### config.mk
export PLATFORM = sky130hd
export DESIGN_NAME = i2s_tdm_tx_unit
export DESIGN_NICKNAME = d
export VERILOG_FILES = /design/src/rtl/i2s_tdm_tx_unit.sv
export SDC_FILE = /design/constraint.sdc
export NUM_CORES = 1
export LEC_CHECK = 0
export BUFFER_PORTS_ARGS = -buffer_cell sky130_fd_sc_hd__buf_2
export CAP_MARGIN = 20
export CORE_ASPECT_RATIO = 1.4
export CORE_MARGIN = 2
export CORE_UTILIZATION = 40
export DETAILED_ROUTE_END_ITERATION = 10
export SETUP_SLACK_MARGIN = 0.2
export SYNTH_ARGS = -nofsm -noshare
export SYNTH_HDL_FRONTEND = slang
export SYNTH_SLANG_ARGS = --single-unit
### constraint.sdc
create_clock -name clk -period 2.31 [get_ports clk]
set_input_delay 0.3465 -clock clk [delete_from_list [all_inputs] [get_ports clk]]
set_output_delay 0.3465 -clock clk [all_outputs]
set_load 0.02 [all_outputs]
### src/rtl/i2s_tdm_tx_unit.sv
// i2s_tdm_tx_unit: parametrised I2S / left-justified / TDM serial audio transmitter.
// Double-buffered: the datapath fills an input buffer on tick_in; the buffer moves into
// the shift register at every frame boundary and req_out asks for the next sample set.
module i2s_tdm_tx_unit #(
  parameter int DATA_W   = 24,
  parameter int CHANNELS = 2,
  parameter int CFG_W    = 32
) (
  input  logic                         clk,
  input  logic                         rst_n,
  input  logic                         play_in,
  input  logic [CHANNELS*DATA_W-1:0]   audio_in,
  input  logic                         tick_in,
  output logic                         req_out,
  input  logic                         cfg_in,
  input  logic [CFG_W-1:0]             cfg_reg_in,
  output logic                         sck_out,
  output logic                         ws_out,
  output logic                         sdo_out,
  output logic                         underrun_out
);

  localparam int F     = CHANNELS * DATA_W;
  localparam int BIT_W = $clog2(F);

  typedef enum logic {IDLE, RUN} state_t;

  state_t                             state;
  logic [1:0]                         hsel;
  logic                               lj_mode;
  logic [1:0]                         div_cnt;
  logic [BIT_W-1:0]                   bit_idx;
  logic                               start;
  logic [CHANNELS-1:0][DATA_W-1:0]    in_buf;
  logic                               buf_full;
  logic [F-1:0]                       sr;
  logic [F-1:0]                       buf_frame;

  // only the low three config bits carry meaning
  logic unused_cfg;
  assign unused_cfg = ^cfg_reg_in[CFG_W-1:3];

  // reorder the buffer into transmission order: channel 0 MSB lands in the top bit
  for (genvar c = 0; c < CHANNELS; c++) begin : g_frame
    assign buf_frame[F-1-c*DATA_W -: DATA_W] = in_buf[c];
  end

  // half-period minus one from the selector; code 11 falls back to the slowest rate
  logic [1:0] hm1;
  always_comb begin
    case (hsel)
      2'b01:   hm1 = 2'd1;
      2'b10:   hm1 = 2'd0;
      default: hm1 = 2'd3;
    endcase
  end

  // sck falls this edge; a frame boundary is the fall that ends the last bit of the frame
  logic             fall, boundary, nxt_lj;
  logic [BIT_W-1:0] nxt_idx;
  always_comb begin
    fall     = sck_out && (div_cnt == hm1);
    boundary = fall && (bit_idx == BIT_W'(F-1));
    nxt_idx  = boundary ? '0 : bit_idx + BIT_W'(1);
    if (boundary) nxt_lj = buf_full ? buf_frame[F-1] : 1'b0;
    else          nxt_lj = sr[F-2];
  end

  // word select for a given bit position of the frame
  function automatic logic ws_of(input logic [BIT_W-1:0] idx);
    if (CHANNELS == 2) return idx >= BIT_W'(DATA_W);
    else               return idx == '0;
  endfunction

  // control FSM, clock divider, serialiser and buffering
  always_ff @(posedge clk or negedge rst_n) begin
    if (!rst_n) begin
      state        <= IDLE;
      hsel         <= 2'b00;
      lj_mode      <= 1'b0;
      div_cnt      <= '0;
      bit_idx      <= '0;
      start        <= 1'b0;
      in_buf       <= '0;
      buf_full     <= 1'b0;
      sr           <= '0;
      req_out      <= 1'b0;
      sck_out      <= 1'b0;
      ws_out       <= 1'b0;
      sdo_out      <= 1'b0;
      underrun_out <= 1'b0;
    end else begin
      case (state)
        IDLE: begin
          if (cfg_in) begin
            hsel         <= cfg_reg_in[1:0];
            lj_mode      <= cfg_reg_in[2];
            underrun_out <= 1'b0;
          end
          if (play_in) begin
            state   <= RUN;
            div_cnt <= '0;
            bit_idx <= '0;
            start   <= 1'b1;
            sr      <= '0;
          end
        end
        RUN: begin
          if (!play_in) begin
            state    <= IDLE;
            sck_out  <= 1'b0;
            ws_out   <= 1'b0;
            sdo_out  <= 1'b0;
            req_out  <= 1'b0;
            in_buf   <= '0;
            buf_full <= 1'b0;
            sr       <= '0;
            div_cnt  <= '0;
            bit_idx  <= '0;
            start    <= 1'b0;
          end else begin
            req_out <= 1'b0;
            // first cycle of a run: present bit 0 and prefetch the first real frame
            if (start) begin
              start   <= 1'b0;
              req_out <= 1'b1;
              ws_out  <= ws_of('0);
              sdo_out <= 1'b0;
            end
            if (div_cnt == hm1) begin
              div_cnt <= '0;
              sck_out <= ~sck_out;
            end else begin
              div_cnt <= div_cnt + 2'd1;
            end
            if (fall) begin
              bit_idx <= nxt_idx;
              ws_out  <= ws_of(nxt_idx);
              // I2S repeats the bit just finished, so data trails ws by one sck period
              sdo_out <= lj_mode ? nxt_lj : sr[F-1];
              if (boundary) begin
                sr       <= buf_full ? buf_frame : '0;
                buf_full <= 1'b0;
                req_out  <= 1'b1;
                if (!buf_full) underrun_out <= 1'b1;
              end else begin
                sr <= {sr[F-2:0], 1'b0};
              end
            end
            // placed last so a tick on the boundary cycle survives for the next frame
            if (tick_in) begin
              in_buf   <= audio_in;
              buf_full <= 1'b1;
            end
          end
        end
        default: state <= IDLE;
      endcase
    end
  end

endmodule

==> results.txt, run 1 <==
synthesized area: 0.00496 sq mm
worst hold start: cfg_reg_in[0]
initial core utilization: 0.405
reg2reg start: hsel[1]
Die Y-Extent: 136 um
PortBufs: 60
via count: 3484
hold path endpoint: hsel[0]
critical-path maximum fanout: 32
P_leak: 0.00284 uW
Layout area overhead: 24.1%
Post-Place Cells: 594
critical path type: reg2reg
Finished Layout Cells: 630
sum of negative setup slack: 0 ns
Site Rows: 48
FF+latch count, synth: 115
worst-path cell chain: ha_2 -> xor2_4 -> nor4_4 -> and3_1 -> buf_12 -> a221o_1
total wire length: 11200 um
pin count of the biggest net entering global routing: 49
clock tree sinks: 115
Tot GR Track Use: 0.175
Tcrit/Tclk final: 0.881
Peak VDD IR: 0.348 mV
clock-pin slew on the worst setup and hold paths: 0.06 ns
placed cell area: 0.00544 sq mm
drt initial violations: 147
DIE WIDTH: 98.1 um
vias in the first global route: 3538
CP required: 2.60 ns
CTS max path bufs: 2
Post-synth EDFFs: 0
Achievable Freq: 492 MHz
final setup fails: 0
GP Congestion: 0.748
Synth async-reset ratio: 1.00
syn_nets: 493
setup ws final: 0.276 ns
Final Total Pwr: 5400 uW
reg2reg end: sr[16]
number of CTS-inserted buffers: 17
n_diodes: 0
ranking of synthesized cells by area: dfrtp_1 (58%), a22o_1 (9.0%), a221o_1 (6.3%)
cell taking the most area after synthesis: dfrtp_1
DRC Markers: 0
H-Tree Depth: 4
Hold Path Depth: 3
dominant synthesized flop cell: dfrtp_1
Worst Reg-to-Reg Cells: 6
syn avg cell area: 12.3 sq um
Hold/Removal Path Class: in2reg
Max-cap violations: 0
Power per Cell Area: 876 mW/mm^2
reg2reg setup slack: 0.28 ns
fraction of layout cells with a size suffix above 1: 0.246
Yosys top cell area share: 0.580
post-place setup slack: 0.0966 ns
io pins: 90
Slew HR: 0.547
Ys Warns: 0
# fillers: 1097
Worst Max-Slew Pin Slew: 0.672 ns
Final #Nets: 555
CP arrival: 2.32 ns
CP max-delay cell: ha_2
Layout Skew: 0.00705 ns
Seq/Total Area, Yosys: 0.580
Hold Fails Final Rpt: 0
total gr overflow: 0
critical path endpoint category: flip-flop
Vias/cell: 5.53
library cells used by synthesis: 43
antenna violations before repair: 0
wire length per cell: 17.7 um
fin. max-slew vios: 0
Crit path largest cell delay: 0.39 ns
first-pass GRT wire length: 18100 um
clk_lat worst skew: 0.41 ns
Post-Synthesis Cells: 405
TritonCTS clock tree: done
Root Buffer: clkbuf_16
crit path time final: 2.03 ns
core area: 0.0123 sq mm
DIE AREA: 0.0133 sq mm
RSZ-0062 raised after global routing: true
Non-Filler Cell Area, Final: 0.00616 sq mm
Routed Antenna Nets: 0
DRT Pass-1 Iters: 4
HPWL after DPL: 6600 um
critical path launch point type: flip-flop
status: finished, final reports clean
-- final cells by class --
cell class                      count  area (sq um)  area share
Clock buffer                       25           515      0.0837
Clock inverter                      7           119      0.0193
Inverter                            8          30.0     0.00487
Multi-Input combinational cell    252          1950       0.317
Sequential cell                   115          2880       0.467
Tap cell                          150           188      0.0305
Timing Repair Buffer               73           478      0.0776
-- flip-flops by register name, summed over array words and instances (netlist names) --
| register | cells |
|---|---|
| sdo_out | 1 |
| state | 1 |
| ws_out | 1 |
| req_out | 1 |
| div_cnt | 2 |
| buf_frame | 48 |
| start | 1 |
| sr | 48 |
| hsel | 2 |
| lj_mode | 1 |
| bit_idx | 6 |
| sck_out | 1 |
| underrun_out | 1 |
| buf_full | 1 |
-- worst max-delay path, delay by kind of cell, from the launching register on --
kind	cells	cell delay, ns
AND/OR/NAND/NOR	2	0.26
flip-flops	1	0.38
AO/OA/AOI/OAI	1	0.36
XOR/XNOR	1	0.33
adder cells (fa/ha/maj)	1	0.39
buffers and inverters	1	0.17
-- worst max-delay path by stage --
stage,from,end,slack (ns),depth (start not counted)
after floorplan,hsel[1],sr[43],0.35,6
after global placement,hsel[0],sr[32],0.13,6
after detailed placement,hsel[1],sr[22],0.1,5
after CTS,hsel[1],sr[22],0.19,6
after global routing,hsel[1],sr[45],0.19,6
final,hsel[1],sr[16],0.28,6
-- per-stage QoR --
stage / util / hold WS, ns
3_3_place_gp: 0.444 / 0.341
6_report: 0.503 / 0.144
2_1_floorplan: - / 0.0509
5_1_grt: 0.503 / 0.138
3_5_place_dp: 0.444 / 0.342
4_1_cts: 0.499 / 0.124
-- synth_stat cells (3+ instances only) --
master,number
dfrtp_1,115
a22o_1,51
a221o_1,31
o21ai_0,31
and2_0,24
and2_1,24
nand2_1,22
mux2i_1,16
clkbuf_1,13
buf_2,8
inv_1,8
buf_6,7
nand3_1,7
a21oi_1,5
a31oi_1,3
and3_1,3
ha_1,3
nor2_1,3
-- what timing repair did --
action,4_1_cts,5_1_grt
setup endpoints to repair,32,34
pin swaps,2,2
gates cloned,1,1
endpoints found under the hold margin,31,0
resized for setup,1,7
hold buffers,1,0
buffers inserted,1,0
-- kinds of logic (layout without fill, tap and decap cells) --
| group | count (synthesis) | count (layout) | synth area share |
|---|---|---|---|
| flops | 115 | 115 | 0.580 |
| fa+ha+maj | 3 | 3 | 0.00756 |
| buf+inv | 40 | 113 | 0.0444 |
| simple gates | 92 | 92 | 0.105 |
| compound gates | 132 | 134 | 0.215 |
| mux | 18 | 18 | 0.0368 |
| xor+xnor | 5 | 5 | 0.0119 |
-- routing by layer --
layer | routed length, um | track usage
met4 | 124 | 0.0578
met1 | 5060 | 0.230
met2 | 5520 | 0.275
met5 | 0 | 0
met3 | 448 | 0.0552
-- power by group --
| group | switching, uW | total (uW) | internal [uW] |
|---|---|---|---|
| sequential | 76.5 | 2180 | 2100 |
| combinational | 261 | 449 | 188 |
| clock | 902 | 2770 | 1870 |
-- layout by cell type (no fill, tap or decap), types with 2 or more instances in the layout --
cell type   count
and3_1          2
clkinvlp_4      2
nand3_1         7
a221o_1        31
a21oi_1         5
xnor2_1         2
and2_1         24
a22o_1         51
mux2_2          2
buf_4           7
or3_1           2
o21ai_0        30
buf_2          59
clkbuf_16      17
ha_2            2
mux2i_1        16
buf_12          6
clkbuf_8        6
inv_1           8
nand2_1        22
dfrtp_1       114
clkbuf_1        2
a31oi_1         3
nor2_1          3
o32a_4          2
and2_0         24
bufinv_16       3
Note: power is estimated with default switching activity, not from simulation.
==> inputs of run 2 (changes only) <==
--- a/config.mk
+++ b/config.mk
@@ -5,12 +5,12 @@
 export SDC_FILE = /design/constraint.sdc
 export NUM_CORES = 1
 export LEC_CHECK = 0
-export BUFFER_PORTS_ARGS = -buffer_cell sky130_fd_sc_hd__buf_2
 export CAP_MARGIN = 20
 export CORE_ASPECT_RATIO = 1.4
 export CORE_MARGIN = 2
 export CORE_UTILIZATION = 40
 export DETAILED_ROUTE_END_ITERATION = 10
+export DONT_BUFFER_PORTS = 1
 export SETUP_SLACK_MARGIN = 0.2
 export SYNTH_ARGS = -nofsm -noshare
 export SYNTH_HDL_FRONTEND = slang
==> results.txt, run 2 (synthesis gave the netlist of run 1 again) <==
clock-pin slew on the worst setup and hold paths: 0.06 ns (about the same)
crit path time final: 2.03 ns (about the same)
number of CTS-inserted buffers: 17 (unchanged)
Final #Nets: 495 (was 555)
Power per Cell Area: 912 mW/mm^2 (was 876 mW/mm^2)
Hold/Removal Path Class: in2async (was in2reg)
Site Rows: 48 (unchanged)
Worst Reg-to-Reg Cells: 7 (was 6)
via count: 3255 (was 3484)
H-Tree Depth: 4 (unchanged)
reg2reg setup slack: 0.28 ns (about the same)
final setup fails: 0 (unchanged)
Slew HR: 0.506 (was 0.547)
core area: 0.0123 sq mm (unchanged)
violated checks: hold timing
GP Congestion: 0.741 (was 0.748)
Tot GR Track Use: 0.174 (was 0.175)
switching share of power: 0.228 (was 0.230)
HPWL after DPL: 6180 um (was 6600 um)
total gr overflow: 0 (unchanged)
hold-fix buffers at CTS: 1 (unchanged)
Final Total Pwr: 5330 uW (was 5400 uW)
Routed Antenna Nets: 0 (unchanged)
status: finished, violations left (was finished, final reports clean)
TritonCTS clock tree: done (unchanged)
Logic pwr share: 0.074 (was 0.083)
Sequential Power Share: 0.408 (was 0.404)
DRC Markers: 0 (unchanged)
WP buf/inv: 2 (was 1)
CP max-delay cell: o32a_4 (was ha_2)
DIE WIDTH: 98.1 um (unchanged)
critical path launch point type: flip-flop (unchanged)
Tcrit/Tclk final: 0.879 (was 0.881)
Max-cap violations: 0 (unchanged)
# fillers: 1096 (was 1097)
DRT Pass-1 Iters: 4 (unchanged)
Worst Max-Slew Pin Slew: 0.733 ns (was 0.672 ns)
Power Internal: 4120 uW (was 4160 uW)
worst-path cell chain: inv_1 -> ha_4 -> xor2_4 -> buf_12 -> o32a_4 -> and2_0 -> a221o_1 (was ha_2 -> xor2_4 -> nor4_4 -> and3_1 -> buf_12 -> a221o_1)
initial core utilization: 0.405 (unchanged)
Achievable Freq: 492 MHz (about the same)
total wire length: 10900 um (was 11200 um)
Crit path largest cell delay: 0.44 ns (was 0.39 ns)
Die Y-Extent: 136 um (unchanged)
family with the most delay on the worst path: compound AO/OA/AOI/OAI gates (was adder cells)
CP required: 2.60 ns (about the same)
PortBufs: 0 (was 60)
Root Buffer: clkbuf_16 (unchanged)
first-pass GRT wire length: 17900 um (was 18100 um)
P_leak: 0.00259 uW (was 0.00284 uW)
clock share of power: 0.518 (was 0.513)
Hold Fails Final Rpt: 115 (was 0)
leading cell type in the layout, fill and taps excluded: dfrtp_1 (unchanged)
DIE AREA: 0.0133 sq mm (unchanged)
sum of negative setup slack: 0 ns (unchanged)
RSZ-0062 raised after global routing: false (was true)
antenna violations before repair: 0 (unchanged)
Fin Hold WS: -0.373 ns (was 0.144 ns)
drt initial violations: 119 (was 147)
CP arrival: 2.32 ns (about the same)
Vias/cell: 5.71 (was 5.53)
io pins: 90 (unchanged)
commonest non-fill, non-tap cells in the layout: dfrtp_1 (114), a22o_1 (51), a221o_1 (31), o21ai_0 (30) (was dfrtp_1 (114), buf_2 (59), a22o_1 (51), a221o_1 (31), o21ai_0 (30))
critical path type: reg2reg (unchanged)
critical-path maximum fanout: 11 (was 32)
reg2reg end: sr[41] (was sr[16])
critical path endpoint category: flip-flop (unchanged)
Sw Pwr: 1220 uW (was 1240 uW)
pin count of the biggest net entering global routing: 116 (was 49)
fin. max-slew vios: 0 (unchanged)
Layout area overhead: 17.8% (was 24.1%)
Peak VDD IR: 0.433 mV (was 0.348 mV)
wire length per cell: 19.1 um (was 17.7 um)
fraction of layout cells with a size suffix above 1: 0.138 (was 0.246)
Layout Skew: 0.00786 ns (was 0.00705 ns)
CTS max path bufs: 2 (unchanged)
clock tree sinks: 115 (unchanged)
clk_lat worst skew: 0.42 ns (was 0.41 ns)
reg2reg start: hsel[0] (was hsel[1])
vias in the first global route: 3451 (was 3538)
n_diodes: 0 (unchanged)
run 2: cell count changes in the layout (fill, tap and decap cells not counted), sizes merged:
| cell | before | now |
|---|---|---|
| buf | 72 | 12 |
| bufinv | 3 | 4 |
| inv | 8 | 9 |
| clkinv | 2 | 5 |
| clkbuf | 25 | 20 |
run 2: how the worst max path moves through the flow:
| stage | slack [ns] | startpoint | to | depth (start not counted) |
|---|---|---|---|---|
| global placement | 0.18 | hsel[0] | sr[32] | 6 |
| global route | 0.21 | hsel[0] | sr[35] | 7 |
| floorplan | 0.35 | hsel[1] | sr[43] | 6 |
| detailed placement | 0.15 | hsel[1] | sr[32] | 5 |
| finish | 0.28 | hsel[0] | sr[41] | 7 |
| CTS | 0.20 | hsel[1] | sr[32] | 7 |
run 2: power by group through the flow:
| stage | Combinational [uW] | Clock, uW | Sequential, uW |
|---|---|---|---|
| after detailed placement | 314 | 0 | 2210 |
| after global placement | 306 | 0 | 2210 |
| after floorplan | 253 | 0 | 2180 |
| final | 394 | 2760 | 2180 |
| after global routing | 427 | 2930 | 2190 |
| after CTS | 384 | 2830 | 2180 |
run 2: timing repair:
action,CTS,global route
pin swaps,3,0
endpoints found under the hold margin,116,115
setup endpoints to repair,31,35
resized for setup,2,6
buffers inserted,1,0
gates cloned,2,0
run 2: per-stage QoR:
step	util	setup slack (ns)	cell area (sq um)	hold slack, ns	cells
final	0.477	0.279	5850	-0.373	570
after global routing	0.477	0.207	5850	-0.391	570
after CTS	0.474	0.198	5810	-0.397	570
after detailed placement	0.417	0.153	5110	0.0535	534
after global placement	0.417	0.184	5110	0.0532	534
after floorplan	-	0.354	4960	0.0509	405
run 2: layer usage:
| metal | global-route usage | vias to the layer above | wire [um] |
|---|---|---|---|
| li1 | - | 1516 | - |
| met1 | 0.220 | 1627 | 4680 |
| met2 | 0.277 | 93 | 5360 |
| met3 | 0.0511 | 19 | 600 |
| met4 | 0.0784 | 0 | 220 |
| met5 | 0 | - | 0 |
run 2: cell type report:
| class | count | area [sq um] | area share |
|---|---|---|---|
| sequential | 115 | 2880 | 0.493 |
| multi-input combinational | 252 | 1960 | 0.335 |
| clock buffer | 20 | 447 | 0.0764 |
| tap | 150 | 188 | 0.0321 |
| clock inverter | 12 | 180 | 0.0308 |
| timing repair buffer | 13 | 163 | 0.0278 |
| inverter | 8 | 30.0 | 0.00514 |
==> inputs of run 3 (changes only) <==
--- a/config.mk
+++ b/config.mk
@@ -5,12 +5,12 @@
 export SDC_FILE = /design/constraint.sdc
 export NUM_CORES = 1
 export LEC_CHECK = 0
+export BUFFER_PORTS_ARGS = -buffer_cell sky130_fd_sc_hd__buf_2
 export CAP_MARGIN = 20
 export CORE_ASPECT_RATIO = 1.4
 export CORE_MARGIN = 2
 export CORE_UTILIZATION = 40
 export DETAILED_ROUTE_END_ITERATION = 10
-export DONT_BUFFER_PORTS = 1
 export SETUP_SLACK_MARGIN = 0.2
 export SYNTH_ARGS = -nofsm -noshare
 export SYNTH_HDL_FRONTEND = slang
==> constraint.sdc (replaced) <==
create_clock -name clk -period 2.2 [get_ports clk]
set_input_delay 0.33 -clock clk [delete_from_list [all_inputs] [get_ports clk]]
set_output_delay 0.33 -clock clk [all_outputs]
set_load 0.02 [all_outputs]
==> results.txt, run 3 (synthesis gave the netlist of run 1 again) <==
clock-pin slew on the worst setup and hold paths: 0.06 ns (about the same)
Slew HR: 0.654 (was 0.506)
switching share of power: 0.236 (was 0.228)
family with the most delay on the worst path: flip-flops (was compound AO/OA/AOI/OAI gates)
PortBufs: 60 (was 0)
Logic pwr share: 0.093 (was 0.074)
critical path type: reg2reg (unchanged)
fin. max-slew vios: 0 (unchanged)
Root Buffer: clkbuf_16 (unchanged)
pin count of the biggest net entering global routing: 49 (was 116)
Achievable Freq: 493 MHz (was 492 MHz)
status: finished, final reports clean (was finished, violations left)
Vias/cell: 5.45 (was 5.71)
worst-path cell chain: ha_4 -> xor2_4 -> buf_6 -> nor4_4 -> and3_4 -> buf_12 -> a221o_1 (was inv_1 -> ha_4 -> xor2_4 -> buf_12 -> o32a_4 -> and2_0 -> a221o_1)
clk_lat worst skew: 0.41 ns (was 0.42 ns)
Hold Fails Final Rpt: 0 (was 115)
vias in the first global route: 3711 (was 3451)
fraction of layout cells with a size suffix above 1: 0.257 (was 0.138)
RSZ-0062 raised after global routing: true (was false)
Sw Pwr: 1290 uW (was 1220 uW)
Final #Nets: 562 (was 495)
Worst Max-Slew Pin Slew: 0.519 ns (was 0.733 ns)
total gr overflow: 0 (unchanged)
drt initial violations: 204 (was 119)
number of CTS-inserted buffers: 17 (unchanged)
leading cell type in the layout, fill and taps excluded: dfrtp_1 (unchanged)
DIE WIDTH: 98.1 um (unchanged)
Site Rows: 48 (unchanged)
DIE AREA: 0.0133 sq mm (unchanged)
CP arrival: 2.31 ns (was 2.32 ns)
Tot GR Track Use: 0.174 (about the same)
Non-Filler Cell Area, Final: 0.00618 sq mm (was 0.00585 sq mm)
WP buf/inv: 2 (unchanged)
CP max-delay cell: dfrtp_1 (was o32a_4)
first-pass GRT wire length: 18500 um (was 17900 um)
placed cell area: 0.00548 sq mm (was 0.00511 sq mm)
DRT Pass-1 Iters: 4 (unchanged)
final setup fails: 0 (unchanged)
antenna violations before repair: 0 (unchanged)
DRC Markers: 0 (unchanged)
Power per Cell Area: 881 mW/mm^2 (was 912 mW/mm^2)
TritonCTS clock tree: done (unchanged)
H-Tree Depth: 4 (unchanged)
via count: 3469 (was 3255)
Layout area overhead: 24.5% (was 17.8%)
Peak VDD IR: 0.412 mV (was 0.433 mV)
CP required: 2.48 ns (was 2.60 ns)
Sequential Power Share: 0.420 (was 0.408)
Routed Antenna Nets: 0 (unchanged)
Tcrit/Tclk final: 0.922 (was 0.879)
Die Y-Extent: 136 um (unchanged)
total wire length: 11100 um (was 10900 um)
critical path endpoint category: flip-flop (unchanged)
Max-cap violations: 0 (unchanged)
n_diodes: 0 (unchanged)
commonest non-fill, non-tap cells in the layout: dfrtp_1 (114), buf_2 (59), a22o_1 (51), a221o_1 (31), o21ai_0 (29) (was dfrtp_1 (114), a22o_1 (51), a221o_1 (31), o21ai_0 (30))
HPWL after DPL: 6620 um (was 6180 um)
clock tree sinks: 115 (unchanged)
core area: 0.0123 sq mm (unchanged)
critical path launch point type: flip-flop (unchanged)
initial core utilization: 0.405 (unchanged)
CTS max path bufs: 2 (unchanged)
Power Internal: 4160 uW (was 4120 uW)
wire length per cell: 17.5 um (was 19.1 um)
io pins: 90 (unchanged)
Crit path largest cell delay: 0.41 ns (was 0.44 ns)
critical-path maximum fanout: 32 (was 11)
sum of negative setup slack: 0 ns (unchanged)
crit path time final: 2.03 ns (about the same)
Layout Skew: 0.00874 ns (was 0.00786 ns)
Hold/Removal Path Class: in2reg (was in2async)
clock share of power: 0.487 (was 0.518)
P_leak: 0.00286 uW (was 0.00259 uW)
GP Congestion: 0.737 (was 0.741)
-- run 3: cell type report --
type,count,area [sq um]
Clock inverter,10,106
Inverter,8,30.0
Sequential cell,115,2880
Clock buffer,22,464
Tap cell,150,188
Timing Repair Buffer,81,554
Multi-Input combinational cell,251,1960
Fill cell,1113,6070
-- run 3: what timing repair did --
action | in CTS | in global routing
endpoints found under the setup margin | 47 | 49
pin swaps | 3 | 13
gates cloned | 0 | 1
buffers inserted | 1 | 4
resized for setup | 3 | 8
hold buffers | 1 | 0
endpoints found under the hold margin | 33 | 0
-- run 3: per-stage QoR --
stage	power (uW)	instances	setup slack, ns	utilization	hold slack, ns
after floorplan	2560	405	0.244	-	0.0344
after global placement	2750	598	0.119	0.447	0.321
after detailed placement	2760	598	0.0863	0.447	0.329
after CTS	5480	632	0.189	0.498	0.115
after global routing	5670	637	0.123	0.504	0.130
final	5440	637	0.172	0.504	0.125
-- run 3: power by group through the flow --
stage                     Combinational, uW  Sequential (uW)  Clock [uW]
after CTS                               476             2290        2710
after floorplan                         265             2290           0
after detailed placement                440             2320           0
after global routing                    558             2300        2810
final                                   506             2290        2650
after global placement                  430             2320           0
-- run 3: path summary, 6_finish.rpt --
kind | startpoint | to | slack [ns] | cells after the start
setup / recovery | hsel[1] | sr[25] | 0.17 | 7
setup reg to reg | hsel[1] | sr[25] | 0.17 | 7
hold / removal | cfg_reg_in[2] | lj_mode | 0.13 | 3
max in group asynchronous | rst_n | buf_frame[15] | 1.16 | 3
min in group asynchronous | rst_n | buf_frame[38] | 0.43 | 2
hold reg to reg | sr[1] | sr[1] | 0.48 | 2
-- run 3: layer usage --
layer | GRT usage | vias to the layer above | share of wire
li1 | - | 1650 | -
met1 | 0.226 | 1721 | 0.45
met2 | 0.282 | 88 | 0.49
met3 | 0.0444 | 10 | 0.043
met4 | 0.0632 | 0 | 0.014
met5 | 0 | - | 0
-- run 3: worst register-to-register path, cell delays in order, from the launching register on --
cell,delay (ns)
dfrtp_1,0.41
ha_4,0.32
xor2_4,0.28
buf_6,0.15
nor4_4,0.03
and3_4,0.19
buf_12,0.16
a221o_1,0.37
